File: config.mk
export PLATFORM = sky130hd
export DESIGN_NAME = if_fetch_queue
export DESIGN_NICKNAME = d
export VERILOG_FILES = /design/src/rtl/if_pkg.sv /design/src/rtl/if_fifo.sv /design/src/rtl/if_fetch_queue.sv
export SDC_FILE = /design/constraint.sdc
export NUM_CORES = 1
export LEC_CHECK = 0
export BUFFER_PORTS_ARGS = -buffer_cell sky130_fd_sc_hd__buf_2
export CORE_ASPECT_RATIO = 1.5
export CORE_MARGIN = 2
export CORE_UTILIZATION = 40
export DETAILED_ROUTE_END_ITERATION = 6
export HOLD_SLACK_MARGIN = 0.05
export PLACE_DENSITY_LB_ADDON = 0.05
export SYNTH_ARGS = -nofsm -noshare
export SYNTH_HDL_FRONTEND = slang
export SYNTH_SLANG_ARGS = --single-unit
File: constraint.sdc
create_clock -name clk -period 3.1 [get_ports clk]
set_clock_uncertainty 0.2 [all_clocks]
set_input_delay 0.155 -clock clk [delete_from_list [all_inputs] [get_ports clk]]
set_output_delay 0.155 -clock clk [all_outputs]
set_load 0.01 [all_outputs]
File: src/rtl/if_pkg.sv
`default_nettype none
// ============================================================================
// Module   : if_pkg
// Brief    : Shared types and constants for the instruction-fetch queue.
// Revision : 1.0 - initial release
// ============================================================================
package if_pkg;

  // One queued fetch result: the byte address and the word the ROM returned
  typedef struct packed {
    logic [31:0] pc;
    logic [31:0] instr;
  } fetch_entry_t;

  localparam logic [31:0] NOP_INSTR        = 32'h0000_0013;
  localparam logic [31:0] DEFAULT_RESET_PC = 32'h0000_0000;

  // Fetch addresses are always word aligned; the low two bits are dropped
  function automatic logic [31:0] align_pc(input logic [31:0] pc);
    return {pc[31:2], 2'b00};
  endfunction

endpackage
`default_nettype wire

File: src/rtl/if_fifo.sv
`default_nettype none
// ============================================================================
// Module   : if_fifo
// Brief    : DEPTH-entry FIFO of fetch entries with push/pop/flush and an
//            occupancy count. The head reads as zero whenever it is empty.
// Revision : 1.0 - initial release
// ============================================================================
module if_fifo
  import if_pkg::*;
#(
  parameter int unsigned DEPTH = 4
) (
  input  logic                       clk,
  input  logic                       reset,
  input  logic                       push,
  input  logic                       pop,
  input  logic                       flush,
  input  fetch_entry_t               wdata,
  output fetch_entry_t               rdata,
  output logic                       valid,
  output logic                       full,
  output logic [$clog2(DEPTH+1)-1:0] count
);

  localparam int unsigned PW = $clog2(DEPTH);
  localparam int unsigned CW = $clog2(DEPTH+1);
  localparam logic [PW-1:0] C_PTR_ONE = PW'(1);
  localparam logic [CW-1:0] C_CNT_ONE = CW'(1);
  localparam logic [CW-1:0] C_CNT_MAX = CW'(DEPTH);

  fetch_entry_t  r_mem [DEPTH];
  logic [PW-1:0] r_wr_ptr;
  logic [PW-1:0] r_rd_ptr;
  logic [CW-1:0] r_count;

  // Pointers and occupancy; flush wins over any simultaneous push/pop
  always_ff @(posedge clk or negedge reset) begin
    if (!reset) begin
      r_wr_ptr <= '0;
      r_rd_ptr <= '0;
      r_count  <= '0;
    end else if (flush) begin
      r_wr_ptr <= '0;
      r_rd_ptr <= '0;
      r_count  <= '0;
    end else begin
      if (push) r_wr_ptr <= r_wr_ptr + C_PTR_ONE;
      if (pop)  r_rd_ptr <= r_rd_ptr + C_PTR_ONE;
      case ({push, pop})
        2'b10:   r_count <= r_count + C_CNT_ONE;
        2'b01:   r_count <= r_count - C_CNT_ONE;
        default: r_count <= r_count;
      endcase
    end
  end

  // Storage needs no reset: an empty queue never exposes its contents
  always_ff @(posedge clk) begin
    if (push && !flush) r_mem[r_wr_ptr] <= wdata;
  end

  // Head presentation, forced to zero when nothing is queued
  always_comb begin
    valid = (r_count != '0);
    full  = (r_count == C_CNT_MAX);
    count = r_count;
    rdata = '0;
    if (valid) rdata = r_mem[r_rd_ptr];
  end

endmodule
`default_nettype wire

File: src/rtl/if_fetch_queue.sv
`default_nettype none
// ============================================================================
// Module   : if_fetch_queue
// Brief    : Instruction-fetch stage. Owns the fetch PC, drives the
//            combinational ROM, queues {pc, instr} pairs for decode and
//            flushes/restarts on a branch redirect.
//            Optional macro IF_FETCH_BYPASS_EN: when the queue is empty the
//            ROM word is presented to decode in the same cycle.
// Revision : 1.0 - initial release
// ============================================================================
module if_fetch_queue
  import if_pkg::*;
#(
  parameter int unsigned DEPTH    = 4,
  parameter logic [31:0] RESET_PC = DEFAULT_RESET_PC
) (
  input  logic                       clk,
  input  logic                       reset,
  output logic [31:0]                rom_addr,
  input  logic [31:0]                rom_data,
  input  logic                       redirect_valid,
  input  logic [31:0]                redirect_pc,
  output logic                       out_valid,
  input  logic                       out_ready,
  output logic [31:0]                out_pc,
  output logic [31:0]                out_instr,
  output logic [$clog2(DEPTH+1)-1:0] q_count
);

  logic [31:0]  r_fetch_pc;
  fetch_entry_t w_head;
  fetch_entry_t w_wdata;
  logic         w_fifo_valid;
  logic         w_fifo_full;
  logic         w_pop;
  logic         w_push;
  logic         w_bypass_take;
  logic         w_advance;

  // Push/pop control: redirect suppresses the push, a pop frees a full slot
  always_comb begin
    w_pop         = w_fifo_valid && out_ready;
`ifdef IF_FETCH_BYPASS_EN
    w_bypass_take = !w_fifo_valid && !redirect_valid && out_ready;
`else
    w_bypass_take = 1'b0;
`endif
    w_push        = !redirect_valid && (!w_fifo_full || w_pop) && !w_bypass_take;
    w_advance     = w_push || w_bypass_take;
    w_wdata.pc    = r_fetch_pc;
    w_wdata.instr = rom_data;
  end

  // Fetch PC: redirect has priority, otherwise step by one word per fetch
  always_ff @(posedge clk or negedge reset) begin
    if (!reset) begin
      r_fetch_pc <= RESET_PC;
    end else if (redirect_valid) begin
      r_fetch_pc <= align_pc(redirect_pc);
    end else if (w_advance) begin
      r_fetch_pc <= r_fetch_pc + 32'd4;
    end
  end

  if_fifo #(
    .DEPTH (DEPTH)
  ) u_fifo (
    .clk   (clk),
    .reset (reset),
    .push  (w_push),
    .pop   (w_pop),
    .flush (redirect_valid),
    .wdata (w_wdata),
    .rdata (w_head),
    .valid (w_fifo_valid),
    .full  (w_fifo_full),
    .count (q_count)
  );

  // Decode-facing outputs: queue head, or the live ROM word when bypassing
  always_comb begin
    rom_addr  = r_fetch_pc;
    out_valid = w_fifo_valid;
    out_pc    = w_head.pc;
    out_instr = w_head.instr;
`ifdef IF_FETCH_BYPASS_EN
    if (!w_fifo_valid && !redirect_valid) begin
      out_valid = 1'b1;
      out_pc    = r_fetch_pc;
      out_instr = rom_data;
    end
`endif
  end

endmodule
`default_nettype wire

==> impl_metrics.env <==
export IMPL_status="complete, no violations"
export IMPL_grt_pass1_wl_um=40160
export IMPL_io_pins=168
export IMPL_switching_share_pct=27.09
export IMPL_avgRoutedWirePerCell_um=19.82
export IMPL_drv_cap=0
export IMPL_synthCells=651
export IMPL_criticalPathCategory="reg -> out"
export IMPL_p_clk_share_pct=33.5
export IMPL_cts_root_buffer="clkbuf_16"
export IMPL_combPwrFrac_pct=23.2
export IMPL_cts_sinks=285
export IMPL_timing_rr_start="u_fifo.count[0]"
export IMPL_finalNetCount=974
export IMPL_synth_edf_count=248
export IMPL_endpoint_kind="output port"
export IMPL_async_reset_ff_share_pct=12.98
export IMPL_antenna_found_initial=0
export IMPL_syn_to_final_growth_pct=27.13
export IMPL_fmax_mhz=367.5
export IMPL_power_switching_uw=2986
export IMPL_fin_tns_setup_ns=0
export IMPL_gr_usage_all_layers_pct=17.34
export IMPL_stdcell_area_um2=14700
export IMPL_ys_flop_type="edfxtp_1"
export IMPL_worst_ep_required_time_ns=2.74
export IMPL_ant_nets=0
export IMPL_rrSetupSlack_ns=0.50
export IMPL_clockBufferDepth=3
export IMPL_avgSynthCellArea_um2=17.77
export IMPL_cts_clk_slew_worst_paths_ns=0.07
export IMPL_layout_common_cells="edfxtp_1 (248), buf_2 (161), dlygate4sd3_1 (89)"
export IMPL_intPower_uw=8034
export IMPL_peakVddDrop_mv=0.6629
export IMPL_mostFrequentLayoutCell="edfxtp_1"
export IMPL_cts_setup_buffers=0
export IMPL_drtIter0Drc=327
export IMPL_hold_buffers=89
export IMPL_clk_latency_ns=0.55
export IMPL_syn_area_um2=11570
export IMPL_finalCritPeriodShare_pct=87.77
export IMPL_rsz0062_at_grt="no"
export IMPL_num_vias=6780
export IMPL_startpoint="u_fifo.r_rd_ptr[0]"
export IMPL_yosys_warnings=0
export IMPL_layout_drive_gt1_share_pct=31.67
export IMPL_avgViaCountPerCell=5.168
export IMPL_path_max_fanout=26
export IMPL_cp_depth=4
export IMPL_endpoint="out_pc[11]"
export IMPL_routabilityCongestion=0.8112
export IMPL_post_cts_resized=0
export IMPL_fp_coreArea_um2=28620
export IMPL_power_uw=11020
export IMPL_htreeDepth=1
export IMPL_start_util_pct=40.41
export IMPL_port_buffers=161
export IMPL_cpPeakStageDelay_ns=0.59
export IMPL_period_minus_slack_ns=2.721
export IMPL_hold_viol_final=0
export IMPL_diodes=0
export IMPL_placed_cell_area_um2=12800
export IMPL_r2r_cells=5
export IMPL_crit_family="buffers and inverters"
export IMPL_synth_seq_cells=285
export IMPL_cts_buffers=28
export IMPL_drc=0
export IMPL_fp_dieArea_um2=30320
export IMPL_crit_chain="buf_4 > mux4_2 > and2_1 > buf_2"
export IMPL_grt_ovfl_total=0
export IMPL_dp_hpwl_um=14890
export IMPL_worst_slew_pin_slew_ns=1.044
export IMPL_die_x_um=142.8
export IMPL_r2r_end="rom_addr[5]"
export IMPL_slew_viol_final=0
export IMPL_p_leak_uw=0.005168
export IMPL_dp_cells=1171
export IMPL_num_rows=76
export IMPL_cpMaxStageDelayCell="mux4_2"
export IMPL_path_buf_inv=2
export IMPL_grt_max_degree=65
export IMPL_drtPass1Iterations=4
export IMPL_ys_seq_area_share_pct=72.39
export IMPL_power_frac_seq_pct=43.3
export IMPL_final_cells=1312
export IMPL_start_kind="flop"
export IMPL_die_h_um=212.3
export IMPL_wl_um=26000
export IMPL_first_global_vias=7308
export IMPL_ys_types=43
export IMPL_cts_tree="yes"
export IMPL_power_density_nw_per_um2=749.4
export IMPL_setup_violations=0
export IMPL_slew_headroom_pct=30.40
export IMPL_crit_arrival_ns=2.37
export IMPL_hold_class="in -> async"
-- synth_stat cells, types with 5 or more instances --
library cell	instances	area (um2)
dfrtp_1	37	925.9
or3_1	9	56.30
buf_2	6	30.03
edfxtp_1	248	7447
o21ai_0	19	95.09
o31ai_1	12	90.09
nor2_1	26	97.59
or4_1	13	97.59
nand2_1	25	93.84
and2_1	64	400.4
nand4_1	9	56.30
inv_1	6	22.52
a31oi_1	18	112.6
clkbuf_1	29	108.9
mux4_2	62	1396
ha_1	5	62.56
nand3_1	10	50.05
xnor2_1	8	70.07
-- per-stage QoR --
stage | hold slack, ns | util [%] | setup WS (ns)
6_report | 0.08192 | 51.37 | 0.3791
5_1_grt | 0.1520 | 51.37 | 0.2288
4_1_cts | 0.08479 | 51.37 | 0.3037
3_5_place_dp | 0.1393 | 44.71 | 0.5678
3_3_place_gp | 0.1144 | 44.71 | 0.6196
2_1_floorplan | -0.3406 | - | 0.6102
-- registers in the layout, summed over array words and instances, names as in the netlist --
register         cells
u_fifo.r_mem       248
rom_addr            30
u_fifo.count         3
u_fifo.r_rd_ptr      2
u_fifo.r_wr_ptr      2
-- power groups by stage --
stage	Clock (uW)	Sequential, uW	Combinational, uW
floorplan	0	4780	1560
global placement	0	4830	2500
detailed placement	0	4860	2540
CTS	3780	4780	2650
global route	3910	4820	2810
finish	3690	4780	2550
-- worst reg2reg max path: stages, from the launching register on --
cell	delay, ns
dfrtp_1	0.48
or4b_2	0.84
nand4_1	0.19
xor2_1	0.15
o21ai_0	0.08
dlygate4sd3_1	0.56
-- cell families (layout without fill, tap and decap cells) --
group | count (synthesis) | after routing | share of synthesized area, %
AND/OR/NAND/NOR | 180 | 180 | 8.925
other | 1 | 4 | 0.03242
adder cells (fa/ha/maj) | 6 | 6 | 0.7140
AO/OA/AOI/OAI | 55 | 55 | 2.942
XOR/XNOR | 12 | 12 | 0.9087
multiplexers | 64 | 64 | 12.26
buffers and inverters | 48 | 316 | 1.828
flip-flops | 285 | 285 | 72.39
-- layer usage --
metal,global-route usage (%),routed length [um],up-vias
li1,-,-,3069
met1,21.29,10690,3497
met2,31.71,13620,177
met3,2.297,1094,37
met4,5.292,588,0
met5,0,0,-
-- worst min-delay path by stage --
stage / from / to / slack, ns / cells after the start
floorplan: reset / rom_addr[10] / -0.34 / 0
global placement: reset / rom_addr[19] / 0.11 / 1
detailed placement: reset / rom_addr[17] / 0.14 / 1
CTS: reset / rom_addr[13] / 0.08 / 2
global route: reset / rom_addr[19] / 0.15 / 2
finish: reset / rom_addr[19] / 0.08 / 2
-- layout make-up --
cell class	count	area (um2)
inverters	7	26.28
flip-flops and latches	285	8381
fillers	2414	13920
clock buffers	34	764.5
repair buffers	257	1774
well taps	390	488.0
clock inverters	18	250.2
multi-input cells	321	3020
Power figures use the tool's default switching activity.
